[src/rtl/pulse_param_loader.sv]
// Parses SYNC + 18-byte payload + checksum frames from the UART receiver and commits the
// parameter set atomically at a period boundary. Optional range check: PULSE_PARAM_RANGECHK_EN.
module pulse_param_loader #(
  parameter logic [7:0] SYNC_BYTE   = 8'hA5,
  parameter int         TIMEOUT_CYC = 50000
) (
  input  logic        clk,
  input  logic        reset,
  input  logic        rx_valid,
  input  logic [7:0]  rx_data,
  input  logic        period_start,
  output logic [31:0] per,
  output logic [15:0] p1wid,
  output logic [15:0] del,
  output logic [15:0] p2wid,
  output logic [7:0]  nut_w,
  output logic [15:0] nut_d,
  output logic [7:0]  cp,
  output logic [7:0]  p_bl,
  output logic [15:0] p_bl_off,
  output logic        bl,
  output logic        update,
  output logic        pending,
  output logic        frame_ok,
  output logic        frame_err
);

  localparam int PAYLOAD_LEN = 18;
  // Parameter set packed in payload order; only bit 0 of the final byte is kept.
  localparam int PW = 137;
  localparam logic [4:0]    LAST_IDX    = 5'(PAYLOAD_LEN - 1);
  localparam logic [15:0]   IDLE_LAST   = 16'(TIMEOUT_CYC - 1);
  localparam logic [PW-1:0] PRM_DEFAULT = {32'd20000, 16'd30, 16'd200, 16'd60, 8'd0,
                                           16'd0, 8'd1, 8'd50, 16'd100, 1'b1};

  typedef enum logic [1:0] {ST_HUNT = 2'd0, ST_PAYLOAD = 2'd1, ST_CHECK = 2'd2} state_t;

  state_t        state_r, state_nxt_s;
  logic [4:0]    idx_r;
  logic [7:0]    sum_r;
  logic [15:0]   idle_r;
  logic [PW-1:0] stg_r, shd_r, prm_r;
  logic          pending_r, update_r, frame_ok_r, frame_err_r;
  logic          start_s, store_s, pass_s, fail_s, timeout_s;
  logic          accept_s, reject_s, commit_s;

  assign timeout_s = (state_r != ST_HUNT) && !rx_valid && (idle_r == IDLE_LAST);
  assign commit_s  = pending_r && period_start;

  // FSM state register
  always_ff @(posedge clk or negedge reset) begin
    if (!reset) state_r <= ST_HUNT;
    else        state_r <= state_nxt_s;
  end

  // FSM next-state logic
  always_comb begin
    state_nxt_s = state_r;
    case (state_r)
      ST_HUNT: begin
        if (rx_valid && (rx_data == SYNC_BYTE)) state_nxt_s = ST_PAYLOAD;
        else                                    state_nxt_s = ST_HUNT;
      end
      ST_PAYLOAD: begin
        if (timeout_s)                           state_nxt_s = ST_HUNT;
        else if (rx_valid && (idx_r == LAST_IDX)) state_nxt_s = ST_CHECK;
        else                                     state_nxt_s = ST_PAYLOAD;
      end
      ST_CHECK: begin
        if (timeout_s || rx_valid) state_nxt_s = ST_HUNT;
        else                       state_nxt_s = ST_CHECK;
      end
      default: state_nxt_s = ST_HUNT;
    endcase
  end

  // FSM output decode: per-byte actions
  always_comb begin
    start_s = 1'b0;
    store_s = 1'b0;
    pass_s  = 1'b0;
    fail_s  = 1'b0;
    case (state_r)
      ST_HUNT:    start_s = rx_valid && (rx_data == SYNC_BYTE);
      ST_PAYLOAD: store_s = rx_valid;
      ST_CHECK: begin
        pass_s = rx_valid && (rx_data == sum_r);
        fail_s = rx_valid && (rx_data != sum_r);
      end
      default: begin
        start_s = 1'b0;
        store_s = 1'b0;
      end
    endcase
  end

  // Byte index, running checksum, idle counter and staging register
  always_ff @(posedge clk or negedge reset) begin
    if (!reset) begin
      idx_r  <= 5'd0;
      sum_r  <= 8'd0;
      idle_r <= 16'd0;
      stg_r  <= PRM_DEFAULT;
    end else begin
      if (start_s) begin
        idx_r <= 5'd0;
        sum_r <= 8'd0;
      end else if (store_s) begin
        idx_r <= idx_r + 5'd1;
        sum_r <= sum_r + rx_data;
      end
      if ((state_r == ST_HUNT) || rx_valid) idle_r <= 16'd0;
      else if (idle_r != 16'hFFFF)          idle_r <= idle_r + 16'd1;
      if (store_s) begin
        for (int i = 0; i < PAYLOAD_LEN - 1; i++) begin
          if (idx_r == 5'(i)) stg_r[PW-1-8*i -: 8] <= rx_data;
        end
        if (idx_r == LAST_IDX) stg_r[0] <= rx_data[0];
      end
    end
  end

`ifdef PULSE_PARAM_RANGECHK_EN
  function automatic logic range_ok(input logic [31:0] v_per, input logic [15:0] v_p1,
                                    input logic [15:0] v_del, input logic [15:0] v_p2,
                                    input logic [7:0] v_pbl, input logic [15:0] v_pbo);
    logic [32:0] span;
    span = {17'd0, v_p1} + {17'd0, v_del} + {17'd0, v_p2} + {17'd0, v_del};
    return (span < {1'b0, v_per}) && (v_pbo > {8'd0, v_pbl});
  endfunction

  logic chk_r, err_d_r, rng_ok_s;

  // Staging is stable for the cycle after the checksum byte, so the check runs from it.
  always_ff @(posedge clk or negedge reset) begin
    if (!reset) begin
      chk_r   <= 1'b0;
      err_d_r <= 1'b0;
    end else begin
      chk_r   <= pass_s;
      err_d_r <= fail_s || timeout_s;
    end
  end

  assign rng_ok_s = range_ok(stg_r[136:105], stg_r[104:89], stg_r[88:73], stg_r[72:57],
                             stg_r[24:17], stg_r[16:1]);
  assign accept_s = chk_r && rng_ok_s;
  assign reject_s = err_d_r || (chk_r && !rng_ok_s);
`else
  assign accept_s = pass_s;
  assign reject_s = fail_s || timeout_s;
`endif

  // Shadow capture, boundary commit and status strobes
  always_ff @(posedge clk or negedge reset) begin
    if (!reset) begin
      shd_r       <= PRM_DEFAULT;
      prm_r       <= PRM_DEFAULT;
      pending_r   <= 1'b0;
      update_r    <= 1'b0;
      frame_ok_r  <= 1'b0;
      frame_err_r <= 1'b0;
    end else begin
      if (accept_s) shd_r <= stg_r;
      if (commit_s) prm_r <= shd_r;
      pending_r   <= accept_s || (pending_r && !period_start);
      update_r    <= commit_s;
      frame_ok_r  <= accept_s;
      frame_err_r <= reject_s;
    end
  end

  assign per       = prm_r[136:105];
  assign p1wid     = prm_r[104:89];
  assign del       = prm_r[88:73];
  assign p2wid     = prm_r[72:57];
  assign nut_w     = prm_r[56:49];
  assign nut_d     = prm_r[48:33];
  assign cp        = prm_r[32:25];
  assign p_bl      = prm_r[24:17];
  assign p_bl_off  = prm_r[16:1];
  assign bl        = prm_r[0];
  assign update    = update_r;
  assign pending   = pending_r;
  assign frame_ok  = frame_ok_r;
  assign frame_err = frame_err_r;

endmodule

[config.mk]
export PLATFORM = sky130hd
export DESIGN_NAME = pulse_param_loader
export DESIGN_NICKNAME = d
export VERILOG_FILES = /design/src/rtl/pulse_param_loader.sv
export SDC_FILE = /design/constraint.sdc
export NUM_CORES = 1
export LEC_CHECK = 0
export ABC_AREA = 1
export BUFFER_PORTS_ARGS = -buffer_cell sky130_fd_sc_hd__buf_2
export CORE_UTILIZATION = 50
export CTS_BUF_LIST = sky130_fd_sc_hd__clkbuf_8
export CTS_CLUSTER_DIAMETER = 150
export CTS_CLUSTER_SIZE = 25
export DETAILED_ROUTE_END_ITERATION = 8
export GPL_TIMING_DRIVEN = 0
export PLACE_DENSITY = 0.67
export SLEW_MARGIN = 10
export SYNTH_ARGS = -nofsm -noshare
export SYNTH_HDL_FRONTEND = slang
export SYNTH_SLANG_ARGS = --single-unit
[constraint.sdc]
create_clock -name clk -period 1.9 [get_ports clk]
set_input_delay 0.57 -clock clk [delete_from_list [all_inputs] [get_ports clk]]
set_output_delay 0.57 -clock clk [all_outputs]
set_load 0.01 [all_outputs]
==> results of run 1 <==
-- state kept, by name (all words and copies together), names as in the netlist --
signal / count
state_r: 2
idle_r: 16
frame_ok: 1
update: 1
idx_r: 5
prm_r: 137
frame_err: 1
sum_r: 8
pending: 1
stg_r: 137
shd_r: 137
-- worst max-delay path by stage --
stage | startpoint | endpoint
after global placement | reset | prm_r[130]
after detailed placement | period_start | prm_r[66]
after CTS | sum_r[2] | shd_r[2]
after floorplan | rx_data[4] | shd_r[100]
final | prm_r[62] | p2wid[5]
after global routing | prm_r[62] | p2wid[5]
-- power by group --
group | switching [mW] | internal, mW
clock network | 2.78 | 1.20
logic | 1.69 | 1.11
registers | 0.552 | 10.4
-- timing repair --
| item | CTS | global route |
|---|---|---|
| gates cloned | 0 | 1 |
| pin swaps | 1 | 2 |
| gates resized for setup | 22 | 42 |
| setup buffers | 1 | 4 |
| endpoints found under the setup margin | 267 | 231 |
| hold endpoints to repair | 68 | 68 |
-- cells by family after synthesis --
group / Yosys count / share of synthesized area, %
and+or+nand+nor: 627 / 15.0
DFF: 446 / 63.1
AOI/OAI and AO/OA: 433 / 13.7
buffers and inverters: 278 / 7.00
adders and majority gates: 14 / 1.02
xor gates and xnor gates: 4 / 0.196
-- per-layer routing --
metal,vias up,GRT usage [%]
li1,6098,-
met1,6086,32.6
met2,232,35.6
met3,43,2.54
met4,2,4.25
met5,-,0
-- cell usage after synthesis (9+ instances only) --
cell type	instances	area, sq um
sky130_fd_sc_hd__clkbuf_1	35	131
sky130_fd_sc_hd__o21ai_0	196	981
sky130_fd_sc_hd__buf_2	14	70.1
sky130_fd_sc_hd__dfrtp_1	374	9360
sky130_fd_sc_hd__buf_4	22	165
sky130_fd_sc_hd__nand2_1	500	1880
sky130_fd_sc_hd__nand2_4	10	113
sky130_fd_sc_hd__nand3_1	39	195
sky130_fd_sc_hd__dfstp_2	72	1890
sky130_fd_sc_hd__o21ai_1	158	791
sky130_fd_sc_hd__buf_6	14	158
sky130_fd_sc_hd__inv_1	183	687
sky130_fd_sc_hd__nor2_1	35	131
sky130_fd_sc_hd__o21ai_2	72	631
sky130_fd_sc_hd__nand4_1	9	56.3
sky130_fd_sc_hd__ha_1	13	163
-- layout make-up --
type / instances / area [sq um]
antenna: 1 / 2.50
buffer: 88 / 627
clock buffer: 21 / 289
clock inverter: 16 / 90.1
fill: 3084 / 14800
inverter: 189 / 714
multi-input combinational: 1078 / 5450
sequential: 446 / 11300
tap: 455 / 569
timing repair buffer: 162 / 1020
-- stage by stage --
stage               instance area, sq um  util (%)  hold slack [ps]  power [mW]
floorplan                          17800         -              274        12.7
global placement                   19200      55.1              459        13.6
detailed placement                 19300      55.4              465        13.7
CTS                                19800      56.8             -112        17.7
global route                       20000      57.5            -92.5        18.7
finish                             20000      57.5             -106        17.7
==> metrics.txt, run 1 <==
result of the run=finished with violations; violations in the final reports=hold timing; leading cell types in the layout, fill and taps excluded=sky130_fd_sc_hd__nand2_1 (500), sky130_fd_sc_hd__dfrtp_1 (373), sky130_fd_sc_hd__inv_1 (197); Worst EP required=~1300 ps; final setup TNS=0 ps; total iterations of the first detailed-routing run=4; total track usage=22.2%; height of the die=~190 um; sum of net half-perimeters after detailed placement=~27 mm; number of logic stages on the critical path including buffering=1; total number of clock tree sinks=446; EDFF count, synth=0; number of global-route vias before repair=12200; maximum number of pins on one net before global-route repair=between 100 and 150; met3 WL post-DR=about 1.7 mm; placer congestion estimate=0.864; Place WS=-599 ps; most common cell after layout, fill and taps aside=sky130_fd_sc_hd__nand2_1; asr flop ratio synth=between 90% and 100%; core footprint=about 0.035 sq mm; Peak Freq=539 MHz; Met2 Routed Length=18.3 mm; clock latency on the worst-skew pair=roughly 600 ps; Setup-failing EPs final=0; cell class contributing the biggest share of worst-path delay=flip-flops; Worst Skew=between 20 and 25 ps; syn avg cell area=9.90 sq um; critical register-to-register path startpoint=sum_r[2]; max capacitance violation total=0; synthesis warning total=0; CP endpoint kind=output pin; class of the worst hold path=input pin to asynchronous set/reset pin; initial antenna violation count=2; # H-tree levels=1; Final WS setup=around 46 ps; final critical path time including I/O delays and setup=roughly 1900 ps; total length of routed wires=between 30 and 40 mm; Post-Synthesis Cells=roughly 1800; master of the slowest instance on the critical path=sky130_fd_sc_hd__dfstp_2; setup repair after global routing missed its margin=true; post-synthesis sequential area ratio=between 60% and 70%; placement row count=68; Worst-path clk slew=roughly 150 ps; Startpoint Class=register; root buffer selected by CTS=sky130_fd_sc_hd__clkbuf_8; post-detailed-route count of antenna-violating nets=0; final cell count without fillers=2456; sum of buffers and inverters on the critical path=1; peak per-stage delay on the critical path=between 500 and 600 ps; final-stage net count=roughly 2000; cell chain of the critical path=buf_6; Post-Synthesis Cell Area=0.0178 sq mm; via total after detailed routing=12500; most instantiated flip-flop cell in the synthesis netlist=sky130_fd_sc_hd__dfrtp_1; Top Layer Used=met5; total leakage power=around 10 nW; tightest hold margin=-106 ps; PwrDens=a little under 900 mW/mm^2; distinct cell type count after synthesis=35; data arrival time of the critical path=between 1000 and 1500 ps; R2R Setup Slk=roughly 80 ps; area of the die=0.0364 sq mm; iteration-0 DRC count of the detailed router=849; final clock period utilization by the worst path=a little over nine tenths; Inst Count DP=2413; reg2reg path depth=10; Port Buf Inserts=~150; Max FO, Critical Path=2; GRT Residual Overflow=0; Yosys reg bits=446; Max rail drop VDD=~0.54 mV; first-pass GRT wire length=63.9 mm; total I/O pin count=roughly 150; WS Path Type=register to output pin; total clock buffers created by CTS=21; met1 layer wirelength in the final routing=18.6 mm; Max Root-Sink Buffers=3; number of vias per cell=5.07; final hold violation count=roughly 70; share of layout cells above drive strength 1=between 20 and 25%; floorplan die width=around 190 um; mean routed wirelength per cell=16.0 um; number of max-slew violations in the final report=0; Starting Density=around 51%; nets in the synthesized netlist=~1800; transition time at the pin with the least slew margin=approximately 1000 ps; DRC Markers=0; Relative slew margins=roughly 33%; endpoint of the worst register-to-register path=shd_r[34]; Layout area overhead=12.2%; TritonCTS clock tree=done
No activity file was read; power rests on OpenSTA's default activity.
==> run 2, diff against run 1 <==
- ABC_CLOCK_PERIOD_IN_PS: unset -> 1900
- CORE_ASPECT_RATIO: unset -> 0.5
- PLACE_DENSITY: 0.67 -> 0.81
==> metrics.txt, run 2 (synthesized netlist as in run 1, its figures left out) <==
result of the run=finished with violations; violations in the final reports=hold timing; leading cell types in the layout, fill and taps excluded=sky130_fd_sc_hd__nand2_1 (500), sky130_fd_sc_hd__dfrtp_1 (374), sky130_fd_sc_hd__o21ai_0 (196), sky130_fd_sc_hd__inv_1 (196), sky130_fd_sc_hd__o21ai_1 (158); placement row count=48 (-29%); total I/O pin count=153 (unchanged); total track usage=21.5% (-0.63 points); PwrDens=886 mW/mm^2 (about the same); TritonCTS clock tree=done; Worst EP required=1330 ps (about the same); core footprint=0.0348 sq mm (about the same); critical register-to-register path startpoint=sum_r[0]; final clock period utilization by the worst path=99.8% (+2.3 points); sum of buffers and inverters on the critical path=1 (unchanged); total iterations of the first detailed-routing run=5 (+1); final core occ=57.5% (about the same); cell class contributing the biggest share of worst-path delay=flip-flops; endpoint of the worst register-to-register path=shd_r[27]; Starting Density=51.3% (about the same); final critical path time including I/O delays and setup=1900 ps (+43.4 ps); iteration-0 DRC count of the detailed router=1142 (+35%); transition time at the pin with the least slew margin=1170 ps (+161 ps); number of max-slew violations in the final report=0 (unchanged); number of vias per cell=5.12 (+0.85%); sum of net half-perimeters after detailed placement=27.5 mm (+1.5%); placer congestion estimate=0.878 (+1.7%); Setup-failing EPs final=0 (unchanged); tightest hold margin=-120 ps (-14.5 ps); Layout area overhead=12.0%; number of logic stages on the critical path including buffering=1 (unchanged); first-pass GRT wire length=62.8 mm (-1.7%); Top Registers=prm_r (137), shd_r (137), stg_r (137); Inst Count DP=2433 (+0.83%); Max rail drop VDD=0.445 mV (-18%); share of layout cells above drive strength 1=21.6% (-0.18 points); Peak Freq=527 MHz (-2.3%); worst setup path end=p_bl_off[6]; post-detailed-route count of antenna-violating nets=0 (unchanged); startpoint of the most critical setup path=prm_r[7]; # H-tree levels=1 (unchanged); total leakage power=10.1 nW (-0.12%); root buffer selected by CTS=sky130_fd_sc_hd__clkbuf_8; class of the worst hold path=input pin to asynchronous set/reset pin; Startpoint Class=register; Max FO, Critical Path=2 (unchanged); final-stage net count=2011 (-0.050%); Max Root-Sink Buffers=3 (unchanged); Worst-path clk slew=150 ps (about the same); area of combinational cells with multiple inputs=0.00541 sq mm (-0.69%); height of the die=136 um (-29%); CP endpoint kind=output pin; maximum number of pins on one net before global-route repair=118 (+8.3%); area of the die=0.0365 sq mm (+0.13%); data arrival time of the critical path=1330 ps (+50 ps); final cell count without fillers=2473 (+0.69%); floorplan die width=269 um (+41%); Relative slew margins=22.1% (-11 points); area used by sequential logic in the layout=0.0113 sq mm (about the same); Port Buf Inserts=152 (unchanged); total of fill cells in the finished design=2877 (-6.7%); total clock buffers created by CTS=21 (unchanged); most common cell after layout, fill and taps aside=sky130_fd_sc_hd__nand2_1; cell chain of the critical path=buf_6; setup repair after global routing missed its margin=true; total chip power=17.7 mW (about the same); total length of routed wires=39.6 mm (+0.88%); master of the slowest instance on the critical path=sky130_fd_sc_hd__dfstp_2; mean routed wirelength per cell=16.0 um (+0.19%); final hold violation count=48 (-29%); initial antenna violation count=0 (-2); WS Path Type=register to output pin; final setup TNS=0 ps (unchanged); number of antenna repair diodes=0 (-1); total number of clock tree sinks=446 (unchanged); DRC Markers=0 (unchanged); peak per-stage delay on the critical path=610 ps (+40 ps); Worst Skew=23.7 ps (+1.87 ps); reg2reg path depth=9 (-1); via total after detailed routing=12700 (+1.5%); R2R Setup Slk=80 ps (about the same); clock latency on the worst-skew pair=620 ps (+20 ps); max capacitance violation total=0 (unchanged); GRT Residual Overflow=0 (unchanged); number of global-route vias before repair=12000 (-1.0%)
-- run 2: cell types whose count changed in the layout (fill, tap and decap cells not counted), sizes merged --
cell,previous run,this run
buf,215,212
clkbuf,56,58
diode,1,0
inv,203,202
-- run 2: worst min-delay path by stage --
stage | startpoint | to | slack, ps | cells past startpoint
global route | reset | idle_r[4] | -120 | 1
CTS | reset | idle_r[4] | -120 | 1
global placement | shd_r[0] | prm_r[0] | 450 | 2
finish | reset | idle_r[4] | -120 | 1
detailed placement | stg_r[76] | stg_r[76] | 460 | 2
floorplan | reset | frame_err | 270 | 0
-- run 2: metal layers --
| metal | up-vias | global-route usage [%] | part of all wire [%] | routed length [um] |
|---|---|---|---|---|
| met1 | 6228 | 30.2 | 44 | 17500 |
| met3 | 69 | 2.87 | 4.8 | 1890 |
| met2 | 273 | 35.5 | 48 | 19100 |
| met5 | - | 0 | 0 | 0 |
| li1 | 6084 | - | - | - |
| met4 | 0 | 5.87 | 2.7 | 1070 |
-- run 2: what timing repair did --
action | 4_1_cts | 5_1_grt
buffers inserted | 1 | 4
pin swaps | 1 | 1
cloned | 0 | 0
resized for setup | 18 | 42
endpoints found under the hold margin | 48 | 48
endpoints found under the setup margin | 259 | 177
-- run 2: layout make-up --
class                   instances  area share (%)
repair buffers                161            5.04
multi-input cells            1078            27.1
plain buffers                  88            3.16
well taps                     475            2.97
flip-flops and latches        446            56.3
inverters                     189            3.56
clock buffers                  21            1.45
clock inverters                15           0.432
-- run 2: report_power, final --
part	internal, mW	switching (mW)
sequential	10.4	0.549
combinational	1.09	1.71
clock	1.20	2.77
-- run 2: metrics by stage --
step / setup slack (ps) / cell area [sq um]
final: 3.02 / 20000
after global routing: -32.4 / 20000
after CTS: -7.35 / 19800
after detailed placement: -570 / 19300
after global placement: -8350 / 19200
after floorplan: 13.2 / 17800
